<file path="src/rtl/sw_pkg.sv">
// Shared types and constants for the Smith-Waterman
// array controller.
package sw_pkg;

  typedef logic [1:0] nt_t;

  localparam nt_t NT_A = 2'b00;
  localparam nt_t NT_G = 2'b01;
  localparam nt_t NT_T = 2'b10;
  localparam nt_t NT_C = 2'b11;

  typedef enum logic [3:0] {
    S_IDLE,
    S_LOAD_Q,
    S_ARR_RST,
    S_SETTLE,
    S_WAIT_DB,
    S_STREAM,
    S_DRAIN,
    S_ABORT,
    S_DONE
  } state_e;

  function automatic int unsigned neutral_score(
    input int unsigned width
  );
    return 32'd1 << (width - 1);
  endfunction

  function automatic int unsigned drain_timeout(
    input int unsigned n_pe
  );
    return 2 * n_pe + 4;
  endfunction

endpackage

</file>
<file path="src/rtl/sw_preload_shreg.sv">
// Query shift register; the first char shifted in
// ends up at PE 0 after N_PE shifts.
module sw_preload_shreg
  import sw_pkg::*;
#(
  parameter int N_PE = 16
) (
  input  logic              clk,
  input  logic              i_rst_n,
  input  logic              clr,
  input  logic              en,
  input  nt_t               din,
  output logic [2*N_PE-1:0] q
);

  always_ff @(posedge clk) begin
    if (!i_rst_n) begin
      q <= '0;
    end else if (clr) begin
      q <= '0;
    end else if (en) begin
      q <= {din, q[2*N_PE-1:2]};
    end
  end

endmodule

</file>
<file path="src/rtl/sw_array_ctrl.sv">
// Job sequencer for a linear Smith-Waterman PE chain:
// query preload, array reset, db stream, drain, result.
module sw_array_ctrl
  import sw_pkg::*;
#(
  parameter int N_PE        = 16,
  parameter int SCORE_WIDTH = 11,
  parameter int LEN_WIDTH   = 16
) (
  input  logic                   clk,
  input  logic                   i_rst_n,
  input  logic                   i_start,
  input  logic                   i_local,
  input  logic [LEN_WIDTH-1:0]   i_db_len,
  input  logic [1:0]             i_q_data,
  input  logic                   i_q_vld,
  output logic                   o_q_rdy,
  input  logic [1:0]             i_db_data,
  input  logic                   i_db_vld,
  output logic                   o_db_rdy,
  output logic                   o_arr_rst,
  output logic [1:0]             o_arr_data,
  output logic                   o_arr_vld,
  output logic                   o_arr_local,
  output logic [SCORE_WIDTH-1:0] o_arr_left_m,
  output logic [SCORE_WIDTH-1:0] o_arr_left_i,
  output logic [SCORE_WIDTH-1:0] o_arr_high,
  output logic [2*N_PE-1:0]      o_preload,
  input  logic [SCORE_WIDTH-1:0] i_arr_high,
  input  logic                   i_arr_vld,
  output logic                   o_res_vld,
  input  logic                   i_res_rdy,
  output logic [SCORE_WIDTH-1:0] o_score,
  output logic                   o_err,
  output logic                   o_busy
);

  localparam logic [SCORE_WIDTH-1:0] NEUTRAL =
    SCORE_WIDTH'(neutral_score(SCORE_WIDTH));
  localparam int DRAIN_TO = int'(drain_timeout(N_PE));
  localparam int TW       = $clog2(DRAIN_TO + 1);
  localparam int MSB      = SCORE_WIDTH - 1;

  localparam logic [TW-1:0] Q_LAST   = TW'(N_PE - 1);
  localparam logic [TW-1:0] RST_LAST = TW'(N_PE + 1);
  localparam logic [TW-1:0] TO_LAST  = TW'(DRAIN_TO - 1);
  localparam logic [LEN_WIDTH-1:0] ONE = LEN_WIDTH'(1);

  state_e                 state, nxt;
  logic [LEN_WIDTH-1:0]   len_q, cnt;
  logic [TW-1:0]          tcnt;
  logic                   local_q, seen_q;
  logic                   arr_rst_q, arr_vld_q;
  nt_t                    arr_data_q;
  logic [SCORE_WIDTH-1:0] score_q;
  logic                   err_q;
  logic                   q_rdy, db_rdy;
  logic                   q_acc, db_acc, accept;

  assign accept = (state == S_IDLE) && i_start;
  assign q_acc  = q_rdy && i_q_vld;
  assign db_acc = db_rdy && i_db_vld;

  sw_preload_shreg #(.N_PE(N_PE)) u_shreg (
    .clk     (clk),
    .i_rst_n (i_rst_n),
    .clr     (accept),
    .en      (q_acc),
    .din     (i_q_data),
    .q       (o_preload)
  );

  always_comb begin
    nxt    = state;
    q_rdy  = 1'b0;
    db_rdy = 1'b0;
    unique case (state)
      S_IDLE:    if (i_start) nxt = S_LOAD_Q;
      S_LOAD_Q: begin
        q_rdy = 1'b1;
        if (i_q_vld && tcnt == Q_LAST)
          nxt = S_ARR_RST;
      end
      S_ARR_RST: if (tcnt == RST_LAST) nxt = S_SETTLE;
      S_SETTLE:
        nxt = (len_q == '0) ? S_DONE : S_WAIT_DB;
      S_WAIT_DB: begin
        db_rdy = 1'b1;
        if (i_db_vld)
          nxt = (len_q == ONE) ? S_DRAIN : S_STREAM;
      end
      S_STREAM: begin
        db_rdy = 1'b1;
        if (!i_db_vld)       nxt = S_ABORT;
        else if (cnt == ONE) nxt = S_DRAIN;
      end
      // completion is the falling edge of the last PE's valid
      S_DRAIN: begin
        if (seen_q && !i_arr_vld) nxt = S_DONE;
        else if (tcnt == TO_LAST) nxt = S_ABORT;
      end
      S_ABORT:   nxt = S_DONE;
      S_DONE:    if (i_res_rdy) nxt = S_IDLE;
      default:   nxt = S_IDLE;
    endcase
  end

  always_ff @(posedge clk) begin
    if (!i_rst_n) begin
      state      <= S_IDLE;
      len_q      <= '0;
      cnt        <= '0;
      tcnt       <= '0;
      local_q    <= 1'b0;
      seen_q     <= 1'b0;
      arr_rst_q  <= 1'b1;
      arr_vld_q  <= 1'b0;
      arr_data_q <= '0;
      score_q    <= '0;
      err_q      <= 1'b0;
    end else begin
      state     <= nxt;
      arr_rst_q <= (nxt == S_ARR_RST) ||
                   (nxt == S_ABORT);
      arr_vld_q <= db_acc;
      seen_q    <= (state == S_DRAIN) &&
                   (seen_q || i_arr_vld);
      if (db_acc) arr_data_q <= i_db_data;
      if (accept) begin
        local_q <= i_local;
        len_q   <= i_db_len;
      end
      if (db_acc)
        cnt <= ((state == S_WAIT_DB) ? len_q : cnt)
               - ONE;
      if (nxt != state)
        tcnt <= '0;
      else if (q_acc || state == S_ARR_RST ||
               state == S_DRAIN)
        tcnt <= tcnt + 1'b1;
      if (state == S_SETTLE && len_q == '0) begin
        score_q <= '0;
        err_q   <= 1'b0;
      end else if (state == S_DRAIN &&
                   nxt == S_DONE) begin
        score_q <= {~i_arr_high[MSB],
                    i_arr_high[MSB-1:0]};
        err_q   <= 1'b0;
      end else if (state == S_ABORT) begin
        score_q <= '0;
        err_q   <= 1'b1;
      end
    end
  end

  assign o_q_rdy      = q_rdy;
  assign o_db_rdy     = db_rdy;
  assign o_arr_rst    = arr_rst_q;
  assign o_arr_data   = arr_data_q;
  assign o_arr_vld    = arr_vld_q;
  assign o_arr_local  = local_q;
  assign o_arr_left_m = NEUTRAL;
  assign o_arr_left_i = NEUTRAL;
  assign o_arr_high   = NEUTRAL;
  assign o_res_vld    = (state == S_DONE);
  assign o_score      = score_q;
  assign o_err        = err_q;
  assign o_busy       = (state != S_IDLE);

endmodule

</file>
<file path="config.mk">
export PLATFORM = sky130hd
export DESIGN_NAME = sw_array_ctrl
export DESIGN_NICKNAME = d
export VERILOG_FILES = /design/src/rtl/sw_pkg.sv /design/src/rtl/sw_preload_shreg.sv /design/src/rtl/sw_array_ctrl.sv
export SDC_FILE = /design/constraint.sdc
export NUM_CORES = 1
export LEC_CHECK = 0
export BUFFER_PORTS_ARGS = -buffer_cell sky130_fd_sc_hd__buf_2
export CAP_MARGIN = 5
export CORE_MARGIN = 2
export CORE_UTILIZATION = 47
export CTS_CLUSTER_DIAMETER = 40
export DETAILED_ROUTE_END_ITERATION = 10
export PLACE_DENSITY = 0.78
export SYNTH_ARGS = -nofsm -noshare
export SYNTH_HDL_FRONTEND = slang
export SYNTH_SLANG_ARGS = --single-unit
</file>
<file path="constraint.sdc">
create_clock -name clk -period 3.87 [get_ports clk]
set_input_delay 0.387 -clock clk [delete_from_list [all_inputs] [get_ports clk]]
set_output_delay 0.387 -clock clk [all_outputs]
set_load 0.01 [all_outputs]
</file>
; ---- Word level (Yosys, flattened, before mapping)
; Index checks and enable logic that the tools add are counted.
[word_totals]
reg_bits = 92
input_bits = 39
output_inout_bits = 86
wordCells = 72
[classes]
n_addsub = 2
n_eq_ne = 17
mux = 17
n_bitwise = 2
reduce_logical = 22
[ops]
columns = op, count
row1 = $mux 4, 10
row2 = $pmux 4 s9, 1
row3 = $eq 16x1->1 const B, 2
row4 = $mux 11, 2
row5 = $eq 4x3->1 const B, 5
row6 = $logic_not 16->1, 1
row7 = $mux 16, 1
row8 = $sub 16x1->16 const B, 1
row9 = $eq 4x2->1 const B, 3
row10 = $eq 4x4->1 const B, 2
row11 = $logic_and 1x1->1, 8
row12 = $reduce_or 2->1, 4
row13 = $add 6x1->6 const B, 1
row14 = $eq 6x4->1 const B, 1
row15 = $eq 6x5->1 const B, 1
row16 = $eq 6x6->1 const B, 1
row17 = $eq 4x1->1 const B, 1
row18 = $logic_not 4->1, 1
row19 = $logic_or 1x1->1, 4
row20 = $ne 4x4->1, 1
row21 = $reduce_bool 4->1, 1
row22 = $reduce_or 3->1, 1
row23 = $mux 1, 2
row24 = $mux 2, 1
row25 = other kinds (3), 4

; ---- Depth between registers and ports, before layout
; Gate-level depths: netlist of run 1.
[logic_depth]
word_depth = 7
ltp_mapped = 12
ltp_nobuf = 8

; ---- Cells and area by module
; A second synthesis of run 1 with hierarchy kept.
[unflattened]
cells_unflattened = 557
hier_area_um2 = 4710.8
[modules_own_cells]
columns = mod, instances, cells_each, area_each_um2, seq_area_each_um2
row1 = sw_array_ctrl, 1, 453, 3537.1, 1201.2
row2 = sw_preload_shreg, 1, 104, 1173.6, 640.6

; ---- Least setup slack after synthesis of run 1
; Ideal clock, no wire load.
[synth_path]
path_kind = reg2reg
startpoint = register state[1]
endpoint = register cnt[4]
arrival_time_ns = 2.688
required_time_ns = 3.736
slack_ns = 1.048
path_stages_with_launch = 13
n_path_buf = 4
path_cell_list = dfxtp_1 > buf_2 > nor4b_4 > buf_4 > buf_2 > mux2i_1 > ha_1 > clkbuf_1 > inv_1 > or3_1 > xnor2_1 > o21ai_0 > a21oi_1
[synth_via]
elab_chain_cells = 4
[synth_rtl]
columns = element, line
row1 = from (decl), sw_array_ctrl.sv:49  ; state_e state, nxt;
row2 = from (signal assigned), sw_array_ctrl.sv:122  ; state <= nxt;
row3 = "parallel branches: the longest is 4 deep, another holds $sub 16x1->16", -
row4 = to (signal assigned), sw_array_ctrl.sv:134  ; cnt <= ((state == S_WAIT_DB) ? len_q : cnt)
row5 = to (decl), sw_array_ctrl.sv:50  ; logic [LEN_WIDTH-1:0] len_q, cnt;
; Several ways; the timed one is not identified.
; A chain may end at the register's enable or synchronous reset.

; ---- Final worst setup path of run 1
[layout_path]
startpoint = register state[0]
endpoint = register cnt[4]
; Same word-level chain as after synthesis.

==> results of run 1 <==
layout make-up:
type	count	area (um^2)	share of cell area
multi-input cells	460	2540	0.479
inverters	5	18.8	0.00354
clock buffers	10	138	0.0259
well taps	133	166	0.0314
flip-flops and latches	92	1840	0.347
repair buffers	95	485	0.0915
clock inverters	6	118	0.0222
worst max path at each step:
stage / startpoint / end / slack [ns] / cells after the start
after floorplan: state[1] / cnt[4] / 1.05 / 12
after global placement: state[0] / cnt[4] / 1.31 / 8
after detailed placement: state[0] / cnt[4] / 1.22 / 8
after CTS: state[0] / cnt[4] / 1.22 / 8
after global routing: state[0] / cnt[4] / 0.90 / 8
final: state[0] / cnt[4] / 1.17 / 8
sequential cells by signal, summed over array words and instances, names as in the netlist:
register and flops:
len_q 16, u_shreg.q 32, o_arr_data 2, o_score 11
o_arr_local 1, o_arr_rst 1, o_arr_vld 1, tcnt 6
o_err 1, state 4, seen_q 1, cnt 16
per-layer routing:
| layer | track usage | vias up |
|---|---|---|
| li1 | - | 2134 |
| met1 | 0.268 | 2009 |
| met2 | 0.325 | 231 |
| met3 | 0.0482 | 20 |
| met4 | 0.0676 | 0 |
| met5 | 0 | - |
cells in the final DEF (no fill, tap or decap), drive strengths merged, types with 10 or more instances in the layout:
master    n
o21ai    24
nor2     37
conb     33
nor4b    10
nand3    16
nand2   132
nor3     17
a22oi    11
a21oi    76
clkbuf   10
buf      95
dfxtp    92
power by group through the flow:
stage | Sequential (mW) | Clock, mW | Combinational [mW]
after floorplan | 0.997 | 0 | 0.167
after global placement | 1.01 | 0 | 0.180
after detailed placement | 1.01 | 0 | 0.183
after CTS | 0.987 | 0.822 | 0.184
after global routing | 0.990 | 0.862 | 0.207
final | 0.988 | 0.808 | 0.185
cell families (layout without fill, tap and decap cells):
kind of cell    after synthesis  after routing
simple gates                262            262
other cells                   2             33
xor+xnor                      9              9
mux                          12             12
compound gates              141            141
fa+ha+maj                     3              3
buf+inv                      76            116
flops                        92             92
worst reg2reg max path: stages (launching register included):
cell and delay [ns]:
dfxtp_1 0.64, nor4b_4 0.48, mux2i_1 0.28, ha_1 0.38, inv_1 0.10, or3_1 0.33, xnor2_1 0.13, o21ai_0 0.14
a21oi_1 0.08
==> impl_metrics.csv, run 1 <==
group,metric,value,unit
clocking,cts_resized,0,
sta,min_period,2.70,ns
worst_hold_path,hold_start,"i_db_data[0]",
routing,num_vias,4394,
setup_path,crit_slowest_cell,"dfxtp_1",
routing,routed-wl-met2,5110,um
floorplan,placementRows,36,
placement,hpwlAfterDp,7840,um
floorplan,num_io_pins,125,
global_route,grt_util_all_layers,0.203,
routing,drtAntennaViolNets,0,
synth,synth_compound_area_frac,0.179,
synth,synth-seq-cells,92,
setup_path,slowest_delay,0.64,ns
status,status,"finished clean",
power,leakage,2.15,nW
clocking,clk_latency,0.36,ns
clocking,hold_buffers,0,
worst_hold_path,worstHoldPathCells,3,
setup_path,path_class,"flip-flop to flip-flop",
sta,fmaxAchievable,370,MHz
routing,wirelength_met1,4830,um
finish,nNetsFinal,705,
finish,drive_gt1_frac,0.198,
clocking,cts_made_buffers,9,
synth,netlist_top_cells_area,"dfxtp_1, nand2_1, a21oi_1",
finish,antenna_cells,0,
synth,syn_area,4700,um^2
synth,synth_xor_area_frac,0.0168,
placement,io_buffers,91,
synth,synthFlopType,"dfxtp_1",
finish,nFillCells,903,
setup_path,cp_max_fo,26,
setup_path,cp-end-kind,"flip-flop",
sta,skew,0.00944,ns
setup_path,worstSetupStartpointType,"flip-flop",
power,switching_power,0.500,mW
clocking,root_buffer,"clkbuf_8",
setup_path,r2r_slack,1.17,ns
floorplan,dieArea,10800,um^2
setup_path,cp_cell_sequence,"nor4b_4 > mux2i_1 > ha_1 > inv_1 > or3_1 > xnor2_1 > o21ai_0 > a21oi_1",
power,pwr-share-seq,0.499,
routing,dr.pass1.iters,6,
sta,whs,0.252,ns
synth,postSynthCellCount,597,
global_route,antenna_found_initial,0,
worst_hold_path,hold-path-endpoint,"o_arr_data[0]",
synth,yosys.area.top_type,"dfxtp_1",
synth,synth_edf_count,0,
power,pwr-share-clk,0.408,
finish,utilization,0.546,
power,combPwrFrac,0.094,
synth,synth-simple-area-share,0.281,
synth,yosys-mux-area-fraction,0.0287,
clocking,clk_path_buf_depth,2,
clocking,cts_setup_buffers,0,
routing,avgRoutedWirePerCell,13.9,um
floorplan,start_util,0.483,
routing,post_drt_via_cell_ratio,5.49,
sta,worstMarginPinSlew,1.21,ns
sta,rsz0062_at_grt,"no",
sta,setup_viol,0,
setup_path,r2r_cells,8,
placement,dp.cells,785,
routing,topRoutingLayerUsed,"met4",
routing,drc,0,
sta,timing.final.max_slew_violations,0,
synth,synthArstFlopShare,0,
placement,dp_slack,1.22,ns
setup_path,cp_top_family,"simple AND/OR/NAND/NOR gates",
routing,drtIter0Drc,398,
routing,wl,11100,um
global_route,grt-ovfl-total,0,
global_route,grt_pass1_vias,3869,
synth,synth-adder-area-share,0.00798,
finish,area_delta_synth_final,12.9,%
floorplan,die_width,104,um
job,maxCapViolCount,0,
synth,synth_top_family_by_area,"simple AND/OR/NAND/NOR gates",
sta,slew_headroom,0.188,
power,switching_share,0.252,
sta,setup_ws,1.17,ns
sta,finalCritPeriodShare,0.699,
synth,synthDistinctLibCells,64,
power,irDropWorstVdd,0.254,mV
setup_path,r2r-start,"state[0]",
finish,final_cell_count_no_fill,801,
power,p_int,1.48,mW
synth,synth_top_cell_area_share,0.392,
clocking,clock_sinks,92,
floorplan,fp.coreArea,9730,um^2
synth,ys_seq_area_frac,0.392,
floorplan,die_h,104,um
global_route,grt_pass1_wl,18400,um
setup_path,crit_buf_inv,1,
routing,wl_met3,1040,um
clocking,cts.clk_slew.worst_paths,0.09,ns
finish,fin_area,5310,um^2
clocking,tritoncts,"yes",
synth,synth_common_cells,"nand2_1, dfxtp_1, a21oi_1",
synth,ys_warn_count,0,
placement,globalplace.congestion,0.923,
sta,tns,0,ns
clocking,htreeDepth,3,
power,total_power,1.98,mW
setup_path,r2r-end,"cnt[4]",
global_route,grt_max_degree,33,
worst_hold_path,min_path_type,"primary input to flip-flop",
placement,dpl_cell_area,5050,um^2
synth,synth_most_common_cell,"nand2_1",
power,power_density,373,nW/um^2
setup_path,cp.required,4.08,ns
sta,hold_viol,0,
setup_path,crit_arrival,2.91,ns
synth,syn_area_per_cell,7.88,um^2
No activity file was read; power rests on OpenSTA's default activity.
==> run 2, diff against run 1 <==
--- a/config.mk
+++ b/config.mk
@@ -11,7 +11,7 @@
 export CORE_UTILIZATION = 47
 export CTS_CLUSTER_DIAMETER = 40
 export DETAILED_ROUTE_END_ITERATION = 10
-export PLACE_DENSITY = 0.78
+export PLACE_DENSITY = 0.81
 export SYNTH_ARGS = -nofsm -noshare
 export SYNTH_HDL_FRONTEND = slang
 export SYNTH_SLANG_ARGS = --single-unit
==> constraint.sdc (replaced) <==
create_clock -name clk -period 2.3 [get_ports clk]
set_input_delay 0.23 -clock clk [delete_from_list [all_inputs] [get_ports clk]]
set_output_delay 0.23 -clock clk [all_outputs]
set_load 0.01 [all_outputs]
==> run 2 against run 1 <==
  * Clock power grew 34%
  * Global-route usage increased by 0.99 points
  * Sequential share of layout area decreased by 0.56 points
  * Clock skew is essentially flat
  * Fmax is 23% higher
  * Count of clock-buffer cells in the layout down 1
  * Setup slack worse by 1.1 ns
  * Utilization rose by 0.93 points
  * Die area is the same
  * Sequential power grew 67%
  * Critical endpoint is now cnt[12]
  * Critical path depth up 1
==> impl_metrics.csv, run 2 (synthesis results as in run 1) <==
group,metric,value,unit
placement,io_buffers,91,
setup_path,r2r_slack,0.1,ns
finish,nFillCells,925,
setup_path,path_common_cell,"buf_4",
routing,num_vias,4490,
power,p_int,2.17,mW
global_route,antenna_found_initial,0,
placement,dpl_cell_area,5180,um^2
setup_path,crit_arrival,2.52,ns
finish,area_delta_synth_final,14.8,%
worst_hold_path,min_path_type,"primary input to flip-flop",
setup_path,path_class,"flip-flop to flip-flop",
finish,multi_input_area,2560,um^2
clocking,clock_sinks,92,
finish,nNetsFinal,722,
routing,drc,0,
sta,setup_viol,0,
floorplan,die_h,104,um
sta,fmaxAchievable,454,MHz
sta,hold_viol,0,
sta,timing.final.max_slew_violations,0,
routing,avgRoutedWirePerCell,14.2,um
routing,drtIter0Drc,401,
global_route,grt_pass1_vias,4002,
sta,skew,0.00987,ns
setup_path,cp.required,2.62,ns
clocking,clk_path_buf_depth,2,
sta,finalCritPeriodShare,0.958,
finish,reg_top3,"u_shreg.q: 32 flops, cnt: 16 flops, len_q: 16 flops",
clocking,cts.clk_slew.worst_paths,0.10,ns
global_route,grt_pass1_wl,19100,um
sta,min_period,2.20,ns
setup_path,cp_max_fo,12,
setup_path,worstSetupStartpointType,"flip-flop",
setup_path,slowest_delay,0.42,ns
clocking,hold_buffers,0,
placement,dp_slack,0.0663,ns
power,power_density,569,nW/um^2
global_route,grt_max_degree,33,
power,irDropWorstVdd,0.517,mV
finish,antenna_cells,0,
setup_path,cp_cell_sequence,"nor4b_4 > buf_4 > mux2i_1 > ha_2 > buf_4 > nand2_4 > a21oi_4 > mux2_4 > a21oi_2",
finish,regMostFlops,"u_shreg.q",
clocking,cts_made_buffers,9,
finish,largest_reg_flops,32,
clocking,tritoncts,"yes",
routing,wl,11600,um
sta,slew_headroom,0.312,
power,switching_share,0.295,
setup_path,crit_slowest_cell,"dfxtp_2",
finish,final_common_cell,"nand2_1",
finish,register_area,1840,um^2
placement,dp.cells,801,
power,combPwrFrac,0.112,
finish,layout_common_cells,"nand2_1, dfxtp_1, buf_2",
sta,whs,0.0790,ns
clocking,root_buffer,"clkbuf_8",
sta,worstMarginPinSlew,1.03,ns
placement,hpwlAfterDp,8350,um
power,switching_power,0.906,mW
power,leakage,2.20,nW
global_route,grt-ovfl-total,0,
floorplan,num_io_pins,125,
floorplan,start_util,0.483,
sta,tns,0,ns
floorplan,placementRows,36,
floorplan,die_width,104,um
clocking,htreeDepth,3,
floorplan,fp.coreArea,9730,um^2
placement,globalplace.congestion,0.948,
job,maxCapViolCount,0,
setup_path,cp-end-kind,"flip-flop",
routing,post_drt_via_cell_ratio,5.49,
status,status,"finished clean",
power,pwr-share-seq,0.538,
sta,setup_ws,0.0955,ns
routing,dr.pass1.iters,5,
power,total_power,3.07,mW
global_route,grt_util_all_layers,0.212,
routing,drtAntennaViolNets,0,
power,pwr-share-clk,0.350,
finish,drive_gt1_frac,0.222,
finish,final_cell_count_no_fill,818,
finish,fin_area,5400,um^2
floorplan,dieArea,10800,um^2
clocking,clk_latency,0.38,ns
finish,utilization,0.555,
run 2: cell types whose count changed in the layout (fill, tap and decap cells not counted), sizes merged:
cell,change
buf,+17
bufinv,-3
clkinv,+2
clkbuf,-1
clkinvlp,+1
inv,+1
run 2: worst max-delay path, delay by kind of cell (launching register included):
family          cells  cell delay, ns
flops               1            0.42
simple gates        2            0.31
mux                 2            0.58
buf+inv             2            0.34
fa+ha+maj           1            0.23
compound gates      2            0.27
run 2: repair_timing:
item / CTS / global route
buffers inserted: 0 / 1
endpoints found under the setup margin: 0 / 10
resized for setup: 0 / 2
run 2: layout make-up:
class / count / share of cell area
Sequential cell: 92 / 0.341
Clock inverter: 7 / 0.0132
Inverter: 5 / 0.00348
Multi-Input combinational cell: 460 / 0.475
Timing Repair Buffer: 112 / 0.114
Tap cell: 133 / 0.0308
Clock buffer: 9 / 0.0229
run 2: path summary, 6_finish.rpt:
| check | from | end | depth (start not counted) |
|---|---|---|---|
| setup / recovery | state[3] | cnt[12] | 9 |
| hold reg to reg | u_shreg.q[1] | u_shreg.q[1] | 2 |
| hold / removal | i_db_data[0] | o_arr_data[0] | 3 |
| setup reg to reg | state[3] | cnt[12] | 9 |
run 2: power by group through the flow:
stage / Combinational (mW) / Clock [mW] / Sequential (mW)
after floorplan: 0.284 / 0 / 1.68
after global routing: 0.380 / 1.18 / 1.66
after detailed placement: 0.336 / 0 / 1.69
after CTS: 0.338 / 1.10 / 1.65
after global placement: 0.326 / 0 / 1.69
final: 0.343 / 1.08 / 1.65
run 2: layer usage:
layer / GRT usage / up-vias / share of wire
li1: - / 2179 / -
met1: 0.276 / 2069 / 0.43
met2: 0.340 / 218 / 0.47
met3: 0.0608 / 24 / 0.081
met4: 0.0714 / 0 / 0.019
met5: 0 / - / 0
